File: src/rtl/stopwatch_counter_pkg.sv
// Shared stopwatch definitions: digit width, digit maxima and default clock rates.
package stopwatch_counter_pkg;

  localparam int DIGIT_W     = 4;
  localparam int MAX9        = 9;
  localparam int MAX5        = 5;
  localparam int CLK_HZ_DEF  = 100_000_000;
  localparam int TICK_HZ_DEF = 100;

  typedef logic [DIGIT_W-1:0] digit_t;

endpackage

File: src/rtl/stopwatch_counter_bcd_digit.sv
// One BCD digit of the time chain: counts 0..MAX when its carry-in is high,
// wraps to 0 and raises a combinational carry-out on the wrapping increment.
module bcd_digit
  import stopwatch_counter_pkg::*;
#(
  parameter int MAX = MAX9
) (
  input  logic   clk,
  input  logic   rst,
  input  logic   clear,
  input  logic   inc,
  output digit_t q,
  output logic   carry
);

  digit_t q_q;
  digit_t q_d;
  logic   at_max;

  assign at_max = (q_q == DIGIT_W'(MAX));
  assign carry  = inc && at_max;
  assign q      = q_q;

  // Next digit value: hold, increment, or wrap to zero at MAX.
  always_comb begin
    // NOTE: default assignment first, so every path drives q_d and no latch is inferred.
    q_d = q_q;
    if (inc) begin
      q_d = at_max ? '0 : q_q + DIGIT_W'(1);
    end
  end

  // Digit register; clear overrides any increment due on the same edge.
  always_ff @(posedge clk or posedge rst) begin
    // NOTE: non-blocking assignments keep every register sampling pre-edge values.
    if (rst) begin
      q_q <= '0;
    end else if (clear) begin
      q_q <= '0;
    end else begin
      q_q <= q_d;
    end
  end

endmodule

File: src/rtl/stopwatch_counter.sv
// Stopwatch timekeeping datapath: a prescaler turns enabled clock edges into
// hundredth-of-a-second advances that ripple through a MM:SS.cc BCD chain.
module stopwatch_counter
  import stopwatch_counter_pkg::*;
#(
  parameter int CLK_HZ  = CLK_HZ_DEF,
  parameter int TICK_HZ = TICK_HZ_DEF
) (
  input  logic   clk,
  input  logic   rst,
  input  logic   enable,
  input  logic   clear,
  output digit_t cs_ones,
  output digit_t cs_tens,
  output digit_t s_ones,
  output digit_t s_tens,
  output digit_t m_ones,
  output digit_t m_tens,
  output logic   tick,
  output logic   rollover
);

  localparam int DIV = CLK_HZ / TICK_HZ;
  localparam int PW  = $clog2(DIV);

  if (DIV < 2 || (CLK_HZ % TICK_HZ) != 0) begin : g_bad_div
    $error("stopwatch_counter: CLK_HZ/TICK_HZ must be an integer >= 2");
  end

  logic [PW-1:0] presc_q;
  logic [PW-1:0] presc_d;
  logic          advance;
  logic          tick_q;
  logic          tick_d;
  logic          rollover_q;
  logic          rollover_d;

  // Carries between digits; c_m_tens is the wrap of the whole display.
  logic c_cs_ones;
  logic c_cs_tens;
  logic c_s_ones;
  logic c_s_tens;
  logic c_m_ones;
  logic c_m_tens;

  assign advance = enable && (presc_q == PW'(DIV - 1));

  // Prescaler next state: clear wins, pause holds the partial tick.
  always_comb begin
    presc_d    = presc_q;
    tick_d     = advance && !clear;
    rollover_d = c_m_tens && !clear;
    if (clear) begin
      presc_d = '0;
    end else if (enable) begin
      presc_d = advance ? '0 : presc_q + PW'(1);
    end
  end

  // Prescaler and one-cycle tick/rollover pulse registers.
  always_ff @(posedge clk or posedge rst) begin
    if (rst) begin
      presc_q    <= '0;
      tick_q     <= 1'b0;
      rollover_q <= 1'b0;
    end else begin
      presc_q    <= presc_d;
      tick_q     <= tick_d;
      rollover_q <= rollover_d;
    end
  end

  bcd_digit #(.MAX(MAX9)) u_cs_ones (
    .clk(clk), .rst(rst), .clear(clear), .inc(advance),
    .q(cs_ones), .carry(c_cs_ones)
  );

  bcd_digit #(.MAX(MAX9)) u_cs_tens (
    .clk(clk), .rst(rst), .clear(clear), .inc(c_cs_ones),
    .q(cs_tens), .carry(c_cs_tens)
  );

  bcd_digit #(.MAX(MAX9)) u_s_ones (
    .clk(clk), .rst(rst), .clear(clear), .inc(c_cs_tens),
    .q(s_ones), .carry(c_s_ones)
  );

  bcd_digit #(.MAX(MAX5)) u_s_tens (
    .clk(clk), .rst(rst), .clear(clear), .inc(c_s_ones),
    .q(s_tens), .carry(c_s_tens)
  );

  bcd_digit #(.MAX(MAX9)) u_m_ones (
    .clk(clk), .rst(rst), .clear(clear), .inc(c_s_tens),
    .q(m_ones), .carry(c_m_ones)
  );

  bcd_digit #(.MAX(MAX5)) u_m_tens (
    .clk(clk), .rst(rst), .clear(clear), .inc(c_m_ones),
    .q(m_tens), .carry(c_m_tens)
  );

  assign tick     = tick_q;
  assign rollover = rollover_q;

endmodule

File: config.mk
export PLATFORM = sky130hd
export DESIGN_NAME = stopwatch_counter
export DESIGN_NICKNAME = d
export VERILOG_FILES = /design/src/rtl/stopwatch_counter_pkg.sv /design/src/rtl/stopwatch_counter_bcd_digit.sv /design/src/rtl/stopwatch_counter.sv
export SDC_FILE = /design/constraint.sdc
export NUM_CORES = 1
export LEC_CHECK = 0
export CORE_AREA = 2 2 80 82
export CTS_CLUSTER_DIAMETER = 200
export DETAILED_ROUTE_END_ITERATION = 12
export DIE_AREA = 0 0 82 84
export PLACE_DENSITY = 0.63
export RECOVER_POWER = 100
export REMOVE_ABC_BUFFERS = 1
export SLEW_MARGIN = 10
export SYNTH_ARGS = -nofsm -noshare
export SYNTH_HDL_FRONTEND = slang
export SYNTH_SLANG_ARGS = --single-unit
File: constraint.sdc
create_clock -name clk -period 5.5 [get_ports clk]
set_input_delay 0.825 -clock clk [delete_from_list [all_inputs] [get_ports clk]]
set_output_delay 0.825 -clock clk [all_outputs]
set_load 0.05 [all_outputs]
==> impl_summary.log <==
INFO  metric result_of_the_run = finished, violations left
INFO  metric failed_checks = capacitance limit, slew limit
INFO  metric synth_adder_area_share = 5.241%
INFO  metric setup_total_neg_slack = 0 ns
INFO  metric worst_slack = 1.664 ns
INFO  metric synth_top_cells_by_area = sky130_fd_sc_hd__dfrtp_1 44%, sky130_fd_sc_hd__xor2_1 5.3%, sky130_fd_sc_hd__ha_1 5.2%
INFO  metric p_sw = 126.8 uW
INFO  metric post_cts_hold_buffer_count = 0
INFO  metric pre_cts_slack = 2.019 ns
INFO  metric drt_wl_total = 5.298 mm
INFO  metric synth_ff_type = sky130_fd_sc_hd__dfrtp_1
INFO  metric proportion_of_synthesized_area_in_mux_cells = 0%
INFO  metric timing_worst_slew_pin_value = 2.485 ns
INFO  metric peak_supply_drop = 0.00009646 V
INFO  metric drc_errors = 0
INFO  metric criticalPathCategory = input port to flip-flop
INFO  metric sequential_element_share_of_the_synthesized_area = 43.83%
INFO  metric postCtsResizedCells = 0
INFO  metric layout_worst_path_cycle_share = 69.75%
INFO  metric io_pins = 30
INFO  metric nFillCells = 587
INFO  metric dominant_combinational_cell_family_by_area_after_synthesis = simple AND/OR/NAND/NOR gates
INFO  metric slew_violations = 47
INFO  metric die-width = 82 um
INFO  metric grt.met3_usage = 3.355%
INFO  metric postRouteAntennaNets = 0
INFO  metric largest_clock_skew_in_the_final_design = 0.006256 ns
INFO  metric critical_path.startpoint_type = input port
INFO  metric grt_start_max_net_pins = 47
INFO  metric height_of_the_die = 84 um
INFO  metric yosys.cell_types.count = 47
INFO  metric place.port_buffers = 29
INFO  metric dpl-instance-area = 2975 um2
INFO  metric cts_tree = yes
INFO  metric fin_area = 3024 um2
INFO  metric average_wire_per_cell_in_the_routed_design = 13.87 um
INFO  metric worstPathMaxFanout = 17
INFO  metric drt_pass_1_iters = 4
INFO  metric nets = 319
INFO  metric place.gp.congestion = 0.7476
INFO  metric placement_rows = 29
INFO  metric num_vias = 2,072
INFO  metric synthesis.instances = 274
INFO  metric synthToLayoutAreaGrowth = 15.15%
INFO  metric detailedRoute.firstIterationViolations = 92
INFO  metric grt_use_met1 = 22.78%
INFO  metric total_leakage_power = 1.335 nW
INFO  metric pwr-share-comb = 3.4%
INFO  metric yosys_top_cell_by_area = sky130_fd_sc_hd__dfrtp_1
INFO  metric power.sequential.fraction = 59.6%
INFO  metric cts-buffers-inserted = 5
INFO  metric fp.dieArea = 6888 um2
INFO  metric globalRoute.totalOverflow = 0
INFO  metric cts_num_sinks = 46
INFO  metric finalWorstPathRequiredPeriod = 3.836 ns
INFO  metric ys.warnings.count = 0
INFO  metric hold_viol = 0
INFO  metric critical_path_arrival = 3.98 ns
INFO  metric worstSetupEndpointType = flip-flop
INFO  metric first_global_vias = 1,976
INFO  metric maxSlewHeadroom = -65.68%
INFO  metric grt_util_met2 = 26.68%
INFO  metric htree_levels = 2
INFO  metric grt_first_pass_wirelength = 9.197 mm
INFO  metric clock_path_buffers = 2
INFO  metric detailed_placement_hpwl = 3.714 mm
INFO  metric power_switching_share = 22.19%
INFO  metric fp.coreArea = 6096 um2
INFO  metric power_report.internal_total = 444.7 uW
INFO  metric clock.fmax = 260.7 MHz
INFO  metric worst_skew_pair.late_latency = 0.29 ns
INFO  metric busiest_layer = met2
INFO  metric grt_setup_unrepaired = false
INFO  metric drv.max_cap_violation_count = 1
INFO  metric synth_top_area_share = 43.83%
INFO  metric yosys.area_share.xor_xnor = 7.003%
INFO  metric synth_compound_area_share = 8.194%
INFO  metric track_usage = 16.77%
INFO  metric hold-path-cell-count = 2
INFO  metric antenna_violations_before_repair = 0
INFO  metric synth.ff_latch_count = 46
INFO  metric clkSlewWorstSetupHoldPaths = 0.09 ns
INFO  metric synth_simple_gate_area_share = 31.87%
INFO  metric setup_viol_count_final = 0
INFO  metric power.density = 189.0 nW/um2
INFO  metric post_cts_repair_timing_setup_buffer_count = 0
INFO  metric synth-edff-count = 0
INFO  metric viasPerCell = 5.424
INFO  metric synth_area_per_cell = 9.585 um2
INFO  metric layout-drive-gt1-share = 5.574%
INFO  metric worst_r2r_path_depth = 6
INFO  metric synth-async-reset-ratio = 100.0%
INFO  metric antenna_diode_count = 0
INFO  metric hold_class = flip-flop to flip-flop
INFO  metric clockPowerShare = 37.0%
INFO  metric syn-cell-area = 2626 um2
INFO  metric initial_util = 43.08%
INFO  metric clockRootBuffer = sky130_fd_sc_hd__clkbuf_8
INFO  metric cp_data_required_time = 5.64 ns
[cell usage after synthesis, types with 6 or more instances]
library cell	number
sky130_fd_sc_hd__a21oi_1	22
sky130_fd_sc_hd__dfrtp_1	46
sky130_fd_sc_hd__ha_1	11
sky130_fd_sc_hd__inv_1	11
sky130_fd_sc_hd__nand2_1	20
sky130_fd_sc_hd__nand3_1	14
sky130_fd_sc_hd__nand4_1	7
sky130_fd_sc_hd__nor2_1	30
sky130_fd_sc_hd__o21ai_0	13
sky130_fd_sc_hd__or3_1	12
sky130_fd_sc_hd__or4_1	6
sky130_fd_sc_hd__xor2_1	16
[cells by family (layout without fill, tap and decap cells)]
| family | Yosys count | in the layout |
|---|---|---|
| adders and majority gates | 11 | 11 |
| xor gates and xnor gates | 21 | 21 |
| and+or+nand+nor | 136 | 136 |
| DFF | 46 | 46 |
| buffers and inverters | 20 | 51 |
| AOI/OAI and AO/OA | 40 | 40 |
[worst max-delay path: stages]
cell and delay (ns):
sky130_fd_sc_hd__dlygate4sd3_1 0.74, sky130_fd_sc_hd__nand2_4 0.09, sky130_fd_sc_hd__nor4_1 1.07, sky130_fd_sc_hd__and2_0 0.34, sky130_fd_sc_hd__or2_0 0.79, sky130_fd_sc_hd__nor2_1 0.11
[layer usage]
metal	wire [um]	vias up
li1	-	1024
met1	2588	1004
met2	2469	36
met3	158	8
met4	82	0
met5	0	-
[registers in the layout, indices dropped and copies added (netlist names)]
register,cells
u_cs_tens.q,4
tick,1
u_s_tens.q,4
u_s_ones.q,4
u_cs_ones.q,4
presc_q,20
u_m_ones.q,4
rollover,1
u_m_tens.q,4
[cells in the final DEF (no fill, tap or decap), drive strengths merged, types with 4 or more instances in the layout]
cell         synthesis  final
a21oi               22     22
and2                 5      5
and3b                4      4
clkbuf               3      9
dfrtp               46     46
dlygate4sd3          0     28
ha                  11     11
inv                 11     10
nand2               22     22
nand3               15     15
nand4                9      9
nor2                30     30
nor2b                5      5
nor4                 5      5
o21ai               13     13
or3                 12     12
or4                  6      6
xnor2                5      5
xor2                16     16
[worst paths after layout]
path,start,end,slack (ns)
worst max-delay path,enable,presc_q[12],1.66
worst min-delay path,u_s_tens.q[3],u_s_tens.q[3],0.57
worst max register to register,presc_q[0],presc_q[12],2.29
worst min register to register,u_s_tens.q[3],u_s_tens.q[3],0.57
max in group asynchronous,rst,presc_q[8],2.19
min in group asynchronous,rst,u_cs_ones.q[1],1.90
[metrics by stage]
stage                     cells  utilization, %  power (mW)  hold slack, ns
after floorplan             265               -      0.3565          0.5049
after global placement      374           48.81      0.3680          0.5286
after detailed placement    374           48.81      0.3682          0.5545
after CTS                   382           50.31      0.5801          0.5738
after global routing        382           49.61      0.5967          0.6092
final                       382           49.61      0.5715          0.5691
[final cells by class]
type / count / area (um2) / area share [%]
multi-input combinational: 208 / 1339 / 44.27
clock buffer: 7 / 86.33 / 2.855
tap: 77 / 96.34 / 3.186
inverter: 11 / 41.29 / 1.365
clock inverter: 1 / 5.005 / 0.1655
timing repair buffer: 32 / 305.3 / 10.10
sequential: 46 / 1151 / 38.06
[power groups by stage]
stage	sequential, mW	clock [mW]	combinational [mW]
floorplan	0.347	0	0.00969
global placement	0.347	0	0.0209
detailed placement	0.347	0	0.0211
CTS	0.340	0.219	0.0211
global route	0.341	0.233	0.0225
finish	0.340	0.212	0.0194
Power figures use the tool's default switching activity.
